### config.mk
export PLATFORM = sky130hd
export DESIGN_NAME = instr_fetch_unit_flat
export DESIGN_NICKNAME = d
export VERILOG_FILES = /design/src/rtl/instr_fetch_unit_pkg.sv /design/src/rtl/instr_fetch_unit_if.sv /design/src/rtl/instr_fetch_unit_sync_fifo.sv /design/src/rtl/instr_fetch_unit.sv /design/src/flat_wrapper.sv
export SDC_FILE = /design/constraint.sdc
export NUM_CORES = 1
export LEC_CHECK = 0
export CAP_MARGIN = 40
export CORE_ASPECT_RATIO = 1.5
export CORE_MARGIN = 2
export CORE_UTILIZATION = 52
export CTS_CLUSTER_DIAMETER = 30
export DETAILED_ROUTE_END_ITERATION = 8
export GPL_ROUTABILITY_DRIVEN = 0
export PLACE_DENSITY_LB_ADDON = 0.05
export SLEW_MARGIN = 20
export SYNTH_ARGS = -nofsm -noshare
export SYNTH_HDL_FRONTEND = slang
export SYNTH_SLANG_ARGS = --single-unit
### constraint.sdc
create_clock -name clk -period 5 [get_ports clk]
set_input_delay 1 -clock clk [delete_from_list [all_inputs] [get_ports clk]]
set_output_delay 1 -clock clk [all_outputs]
set_load 0.02 [all_outputs]
### src/rtl/instr_fetch_unit_pkg.sv
// Shared fetch-stage definitions: word width, NOP encoding, queue entry layout.
package instr_fetch_unit_pkg;

  localparam int XLEN = 32;
  localparam logic [XLEN-1:0] NOP_INSTR = 32'h0000_0013;
  localparam logic [XLEN-1:0] DEFAULT_RESET_PC = 32'h0000_0000;

  typedef struct packed {
    logic [XLEN-1:0] pc;
    logic [XLEN-1:0] instr;
  } fetch_entry_t;

  function automatic logic [XLEN-1:0] word_align(input logic [XLEN-1:0] addr);
    return {addr[XLEN-1:2], 2'b00};
  endfunction

endpackage

### src/rtl/instr_fetch_unit_if.sv
// Instruction memory bus: valid/ready request channel plus an in-order response channel.
interface instr_fetch_unit_if;
  import instr_fetch_unit_pkg::*;

  logic            req_valid;
  logic            req_ready;
  logic [XLEN-1:0] req_addr;
  logic            rsp_valid;
  logic [XLEN-1:0] rsp_data;

  modport master (
    output req_valid, req_addr,
    input  req_ready, rsp_valid, rsp_data
  );

  modport slave (
    input  req_valid, req_addr,
    output req_ready, rsp_valid, rsp_data
  );

endinterface

### src/rtl/instr_fetch_unit_sync_fifo.sv
// Small synchronous FIFO with flush; head word readable combinationally, no write-through bypass.
module sync_fifo #(
  parameter int WIDTH = 64,
  parameter int DEPTH = 2
) (
  input  logic                     clk,
  input  logic                     reset_n,
  input  logic                     push,
  input  logic                     pop,
  input  logic                     flush,
  input  logic [WIDTH-1:0]         din,
  output logic [WIDTH-1:0]         dout,
  output logic                     empty,
  output logic                     full,
  output logic [$clog2(DEPTH):0]   count
);

  localparam int AW = $clog2(DEPTH);
  localparam int CW = AW + 1;

  logic [WIDTH-1:0] mem [DEPTH];
  logic [AW-1:0]    wr_ptr;
  logic [AW-1:0]    rd_ptr;
  logic             do_push;
  logic             do_pop;

  assign empty   = (count == '0);
  assign full    = (count == CW'(DEPTH));
  // A push into a full queue is legal only when the head leaves in the same cycle.
  assign do_push = push && !flush && (!full || pop);
  assign do_pop  = pop && !flush && !empty;
  assign dout    = mem[rd_ptr];

  always_ff @(posedge clk or negedge reset_n) begin
    if (!reset_n) begin
      wr_ptr <= '0;
      rd_ptr <= '0;
      count  <= '0;
    end else if (flush) begin
      wr_ptr <= '0;
      rd_ptr <= '0;
      count  <= '0;
    end else begin
      if (do_push) wr_ptr <= wr_ptr + AW'(1);
      if (do_pop)  rd_ptr <= rd_ptr + AW'(1);
      count <= count + CW'(do_push) - CW'(do_pop);
    end
  end

  always_ff @(posedge clk) begin
    if (do_push) mem[wr_ptr] <= din;
  end

endmodule

### src/rtl/instr_fetch_unit.sv
// Fetch stage: owns the fetch PC, issues credit-limited word requests, queues returned
// words with their PC, and discards responses that were in flight across a redirect.
module instr_fetch_unit
  import instr_fetch_unit_pkg::*;
#(
  parameter int              DEPTH    = 2,
  parameter logic [XLEN-1:0] RESET_PC = DEFAULT_RESET_PC
) (
  input  logic                clk,
  input  logic                reset_n,
  input  logic                redirect,
  input  logic [XLEN-1:0]     redirect_pc,
  instr_fetch_unit_if.master  imem,
  output logic                instr_valid,
  output logic [XLEN-1:0]     instr,
  output logic [XLEN-1:0]     instr_pc,
  input  logic                instr_ready
);

  localparam int CW = $clog2(DEPTH) + 1;
  localparam logic [CW:0] CREDIT_MAX = (CW+1)'(DEPTH);

  logic [XLEN-1:0] fetch_pc;
  logic [XLEN-1:0] rsp_pc;
  logic [CW-1:0]   inflight;
  logic [CW-1:0]   discard;
  logic [CW-1:0]   count;
  logic [CW:0]     outstanding;
  logic            fifo_empty;
  logic            fifo_full;
  logic            req_fire;
  logic            push;
  logic            pop;
  fetch_entry_t    head;
  fetch_entry_t    push_entry;

  // Every request must have a guaranteed queue slot, so in-flight words count against capacity.
  assign outstanding    = {1'b0, inflight} + {1'b0, count};
  assign imem.req_valid = reset_n && !redirect && (outstanding < CREDIT_MAX);
  assign imem.req_addr  = fetch_pc;
  assign req_fire       = imem.req_valid && imem.req_ready;

  assign push       = imem.rsp_valid && (discard == '0) && !redirect;
  assign pop        = instr_valid && instr_ready && !redirect;
  assign push_entry = '{pc: rsp_pc, instr: imem.rsp_data};

  assign instr_valid = !fifo_empty;
  assign instr       = fifo_empty ? NOP_INSTR : head.instr;
  assign instr_pc    = fifo_empty ? '0 : head.pc;

  sync_fifo #(
    .WIDTH ($bits(fetch_entry_t)),
    .DEPTH (DEPTH)
  ) u_queue (
    .clk     (clk),
    .reset_n (reset_n),
    .push    (push),
    .pop     (pop),
    .flush   (redirect),
    .din     (push_entry),
    .dout    (head),
    .empty   (fifo_empty),
    .full    (fifo_full),
    .count   (count)
  );

  // On redirect, everything still in flight (minus a word landing now) becomes stale.
  always_ff @(posedge clk or negedge reset_n) begin
    if (!reset_n) begin
      fetch_pc <= RESET_PC;
      rsp_pc   <= RESET_PC;
      inflight <= '0;
      discard  <= '0;
    end else if (redirect) begin
      fetch_pc <= word_align(redirect_pc);
      rsp_pc   <= word_align(redirect_pc);
      inflight <= inflight - CW'(imem.rsp_valid);
      discard  <= inflight - CW'(imem.rsp_valid);
    end else begin
      if (req_fire) fetch_pc <= fetch_pc + 32'd4;
      inflight <= inflight + CW'(req_fire) - CW'(imem.rsp_valid);
      if (imem.rsp_valid) begin
        if (discard != '0) discard <= discard - CW'(1);
        else               rsp_pc  <= rsp_pc + 32'd4;
      end
    end
  end

  assert property (@(posedge clk) disable iff (!reset_n) (push && !pop) |-> !fifo_full);

endmodule
### src/flat_wrapper.sv
// flat-port wrapper written by rule: the top's interface ports become plain ports
module instr_fetch_unit_flat import instr_fetch_unit_pkg::*;
#(
  parameter int              DEPTH    = 2,
  parameter logic [XLEN-1:0] RESET_PC = DEFAULT_RESET_PC
)
  (clk, reset_n, redirect, redirect_pc, instr_valid, instr, instr_pc, instr_ready, imem_req_valid, imem_req_addr, imem_req_ready, imem_rsp_valid, imem_rsp_data);
  instr_fetch_unit_if imem_i ();
  input  logic clk;
  input  logic reset_n;
  input  logic redirect;
  input  logic [XLEN-1:0] redirect_pc;
  output logic instr_valid;
  output logic [XLEN-1:0] instr;
  output logic [XLEN-1:0] instr_pc;
  input  logic instr_ready;
  output wire logic [$bits(imem_i.req_valid)-1:0] imem_req_valid;
  output wire logic [$bits(imem_i.req_addr)-1:0] imem_req_addr;
  input wire logic [$bits(imem_i.req_ready)-1:0] imem_req_ready;
  input wire logic [$bits(imem_i.rsp_valid)-1:0] imem_rsp_valid;
  input wire logic [$bits(imem_i.rsp_data)-1:0] imem_rsp_data;
  assign imem_req_valid = imem_i.req_valid;
  assign imem_req_addr = imem_i.req_addr;
  assign imem_i.req_ready = imem_req_ready;
  assign imem_i.rsp_valid = imem_rsp_valid;
  assign imem_i.rsp_data = imem_rsp_data;
  instr_fetch_unit #(.DEPTH(DEPTH), .RESET_PC(RESET_PC)) u_core (.clk(clk), .reset_n(reset_n), .redirect(redirect), .redirect_pc(redirect_pc), .imem(imem_i), .instr_valid(instr_valid), .instr(instr), .instr_pc(instr_pc), .instr_ready(instr_ready));
endmodule
==> results.md <==
- Status: finished clean
- Max Cap Violations: 0
- CTS Root Cell: clkbuf_16
- Slew Limit Fails: 0
- Critical path's top delay family: buffers and inverters
- Post-Syn Area: 0.00856 sq mm
- Die Span Y: roughly 160 um
- FF-to-FF setup slack: around 2.4 ns
- Worst setup margin: 1.49 ns
- Worst path max stage delay: 0.66 ns
- Synthesis-to-layout area growth: 28.5%
- Tightest Pin Transition: 0.814 ns
- Yosys warnings: 0
- Start point of the critical path: u_core.u_queue.count[0]
- Final Cell Area: approximately 0.011 sq mm
- Clock sink count: 192
- Rows: between 50 and 60
- Final hold vios: 0
- Buf/Inv on CP: 1
- Psw: around 1300 uW
- PD cells: 403 mW/mm^2
- Fillers: 1,241
- Width of the chip: 109 um
- EDFF count, synth: 124
- Mux share of post-synthesis cell area: 8.16%
- CTS tree: done
- Sw Ratio: 29.9%
- CTS clock-pin slew for the worst setup and hold paths: 0.07 ns
- Post CTS Setup Buffer Count: 0
- Hold Path End: u_core.u_queue.mem[0][63]
- Nets: 927
- Startpoint types: flop
- Rel. slew slack: a little under half
- Cell variety after synth: between 40 and 50
- Slowest CP cell: clkdlybuf4s50_1
- Synth top area share: 43.5%
- Initial antenna violation count: 0
- Power share of the clock group: 30.6%
- Period utilization: between 70% and 80%
- Most used flip-flop cell after synthesis: edfxtp_1
- Peak supply drop: 0.204 mV
- Post-CTS Resized: 0
- Crit-path cells: and2_1, fa_1, nor4b_4, clkdlybuf4s50_1
- Sequential power share: 44.6%
- Clk buf depth: 2
- Adder-Cell Fraction of Synth Area: 1.26%
- Layout cell share with drive strength beyond 1: under 10%
- HP Class: reg -> reg
- Leak: ~0.0039 uW
- Avg Inst Size Synth: about 12 sq um
- Dominant cells by area after synthesis: edfxtp_1, dfrtp_1, mux2i_1
- Diodes inserted: 0
- Unrepaired setup endpoints after global routing: no
- Clock latency on the worst-skew pair: 0.42 ns
- Wire per inst: 17.5 um
- Post-Synth Simple-Gate Area: 13.9%
- Initial DRC Count: 518
- Htree depth: 4
- Post-DP HPWL: around 13,000 um
- Setup TNS: 0 ns
- Largest net degree at the start of global routing: 63
- FFs w/ async S/R, synth: 35.4%
- R2R depth: 9
- Clk_skew: 0.0114 ns
- Setup-failing EPs final: 0
- R2R Path Start: u_core.u_queue.count[0]
- Vias in the first global route: 5,979
- Internal power: 3110 uW
- Hold Crit Depth: 0
- Starting density of the core: 52.9%
- Total Die Area: between 0.015 and 0.02 sq mm
- Compound-gate portion of the synthesized area: 6.45%
- Cts hold-fix bufs: 0
- CP arrival: 2.51 ns
- Iteration count of the initial detailed-routing pass: 5
- Vias: 6,002
- Detailed Route WL: 18,700 um
- Critical Path Stages: 4
- Critical Path End Type: primary output
- GRT Util Overall: 22.1%
- Final global-route overflow total: 0
- Mapped Cells: 695
- Most numerous cell in the Yosys netlist: edfxtp_1
- CTS Buf Count: 17
- Final Util: 67.9%
- Synth area leader: edfxtp_1
- Drt via density: 5.62
- Synth Register Bits: approximately 190
- Sequential element share of the synthesized area: 63.4%
- CORE AREA: around 0.016 sq mm
- Buffers on Ports: 161
- Crit Path Category: reg -> out
- Commonest cells in the netlist: edfxtp_1, nor2_1, dfrtp_1
- Main combinational cell family by area after synthesis: simple AND/OR/NAND/NOR gates
- Synth Area in XOR/XNOR: under 10%
- Global-route wire length before repair: 30,100 um
- Placed Area: 0.0104 sq mm
- IO Count: 168
- Worst EP required: 4.00 ns
- Top achievable clock speed: 285 MHz
- Worst Hold Launch: u_core.rsp_pc[31]
- Max FO, Critical Path: 4
- Fin cells: ~1,100
- Fin crit period: around 3.5 ns
- Comb pwr share: 24.8%
- RR Endpoint: u_core.imem.req_addr[24]
- Number of remaining DRC errors: 0
- ANT nets after route: 0
- Post-place setup slack: 1.41 ns
- Dpl cells: ~1,000
## cell families after synthesis
kind of cell | after synthesis
fa+ha+maj | 8
simple gates | 246
other cells | 1
buf+inv | 56
mux | 69
xor+xnor | 37
flops | 192
compound gates | 86
## flip-flops by register name (all words and copies together), names as in the netlist
register / count
u_core.u_queue.rd_ptr: 1
u_core.inflight: 2
u_core.u_queue.mem: 124
u_core.imem.req_addr: 30
u_core.u_queue.count: 2
u_core.discard: 2
u_core.rsp_pc: 30
u_core.u_queue.wr_ptr: 1
## layer usage
layer	GRT usage, %	vias to the layer above	wire length (um)
met1	28.3	2885	7560
met4	6.82	2	193
met5	0	-	11
met3	4.04	16	1190
met2	38.1	246	9750
li1	-	2853	-
## worst max path at each step
stage,end,slack (ns)
after floorplan,u_core.u_queue.mem[0][0],0.38
after global placement,u_core.u_queue.mem[0][9],1.47
after detailed placement,u_core.u_queue.mem[0][10],1.41
after CTS,imem_req_valid,1.46
after global routing,imem_req_valid,1.38
final,imem_req_valid,1.49
## power groups by stage
stage | Sequential [uW] | Clock (uW) | Combinational (uW)
final | 1980 | 1360 | 1100
after global routing | 2000 | 1460 | 1190
after CTS | 1980 | 1380 | 1100
after detailed placement | 2010 | 0 | 1100
after global placement | 2030 | 0 | 1030
after floorplan | 2000 | 0 | 609
## per-stage QoR
stage / power, uW / hold WS (ns)
after floorplan: 2610 / 0.437
after global routing: 4640 / 0.516
after detailed placement: 3110 / 0.484
final: 4430 / 0.496
after global placement: 3060 / 0.478
after CTS: 4470 / 0.501
## cell usage in the layout, fill, tap and decap left out, types with 10 or more instances in the layout
cell type / count
nand2_1: 66
o211ai_1: 13
xnor2_1: 14
xor2_1: 23
mux2i_1: 63
edfxtp_1: 124
nor2_1: 86
clkdlybuf4s50_1: 159
o311ai_0: 10
clkbuf_16: 17
o21ai_0: 38
buf_4: 11
inv_1: 11
and3_1: 10
nand3_1: 24
dfrtp_1: 67
nand4_1: 23
## layout make-up
class	instances	area, sq um	share of cell area [%]
Clock inverter	14	173	1.57
Multi-Input combinational cell	450	2900	26.4
Clock buffer	18	429	3.90
Sequential cell	192	5430	49.4
Timing Repair Buffer	175	1750	15.9
Tap cell	206	258	2.34
Inverter	13	48.8	0.444
No activity file was read; power rests on OpenSTA's default activity.
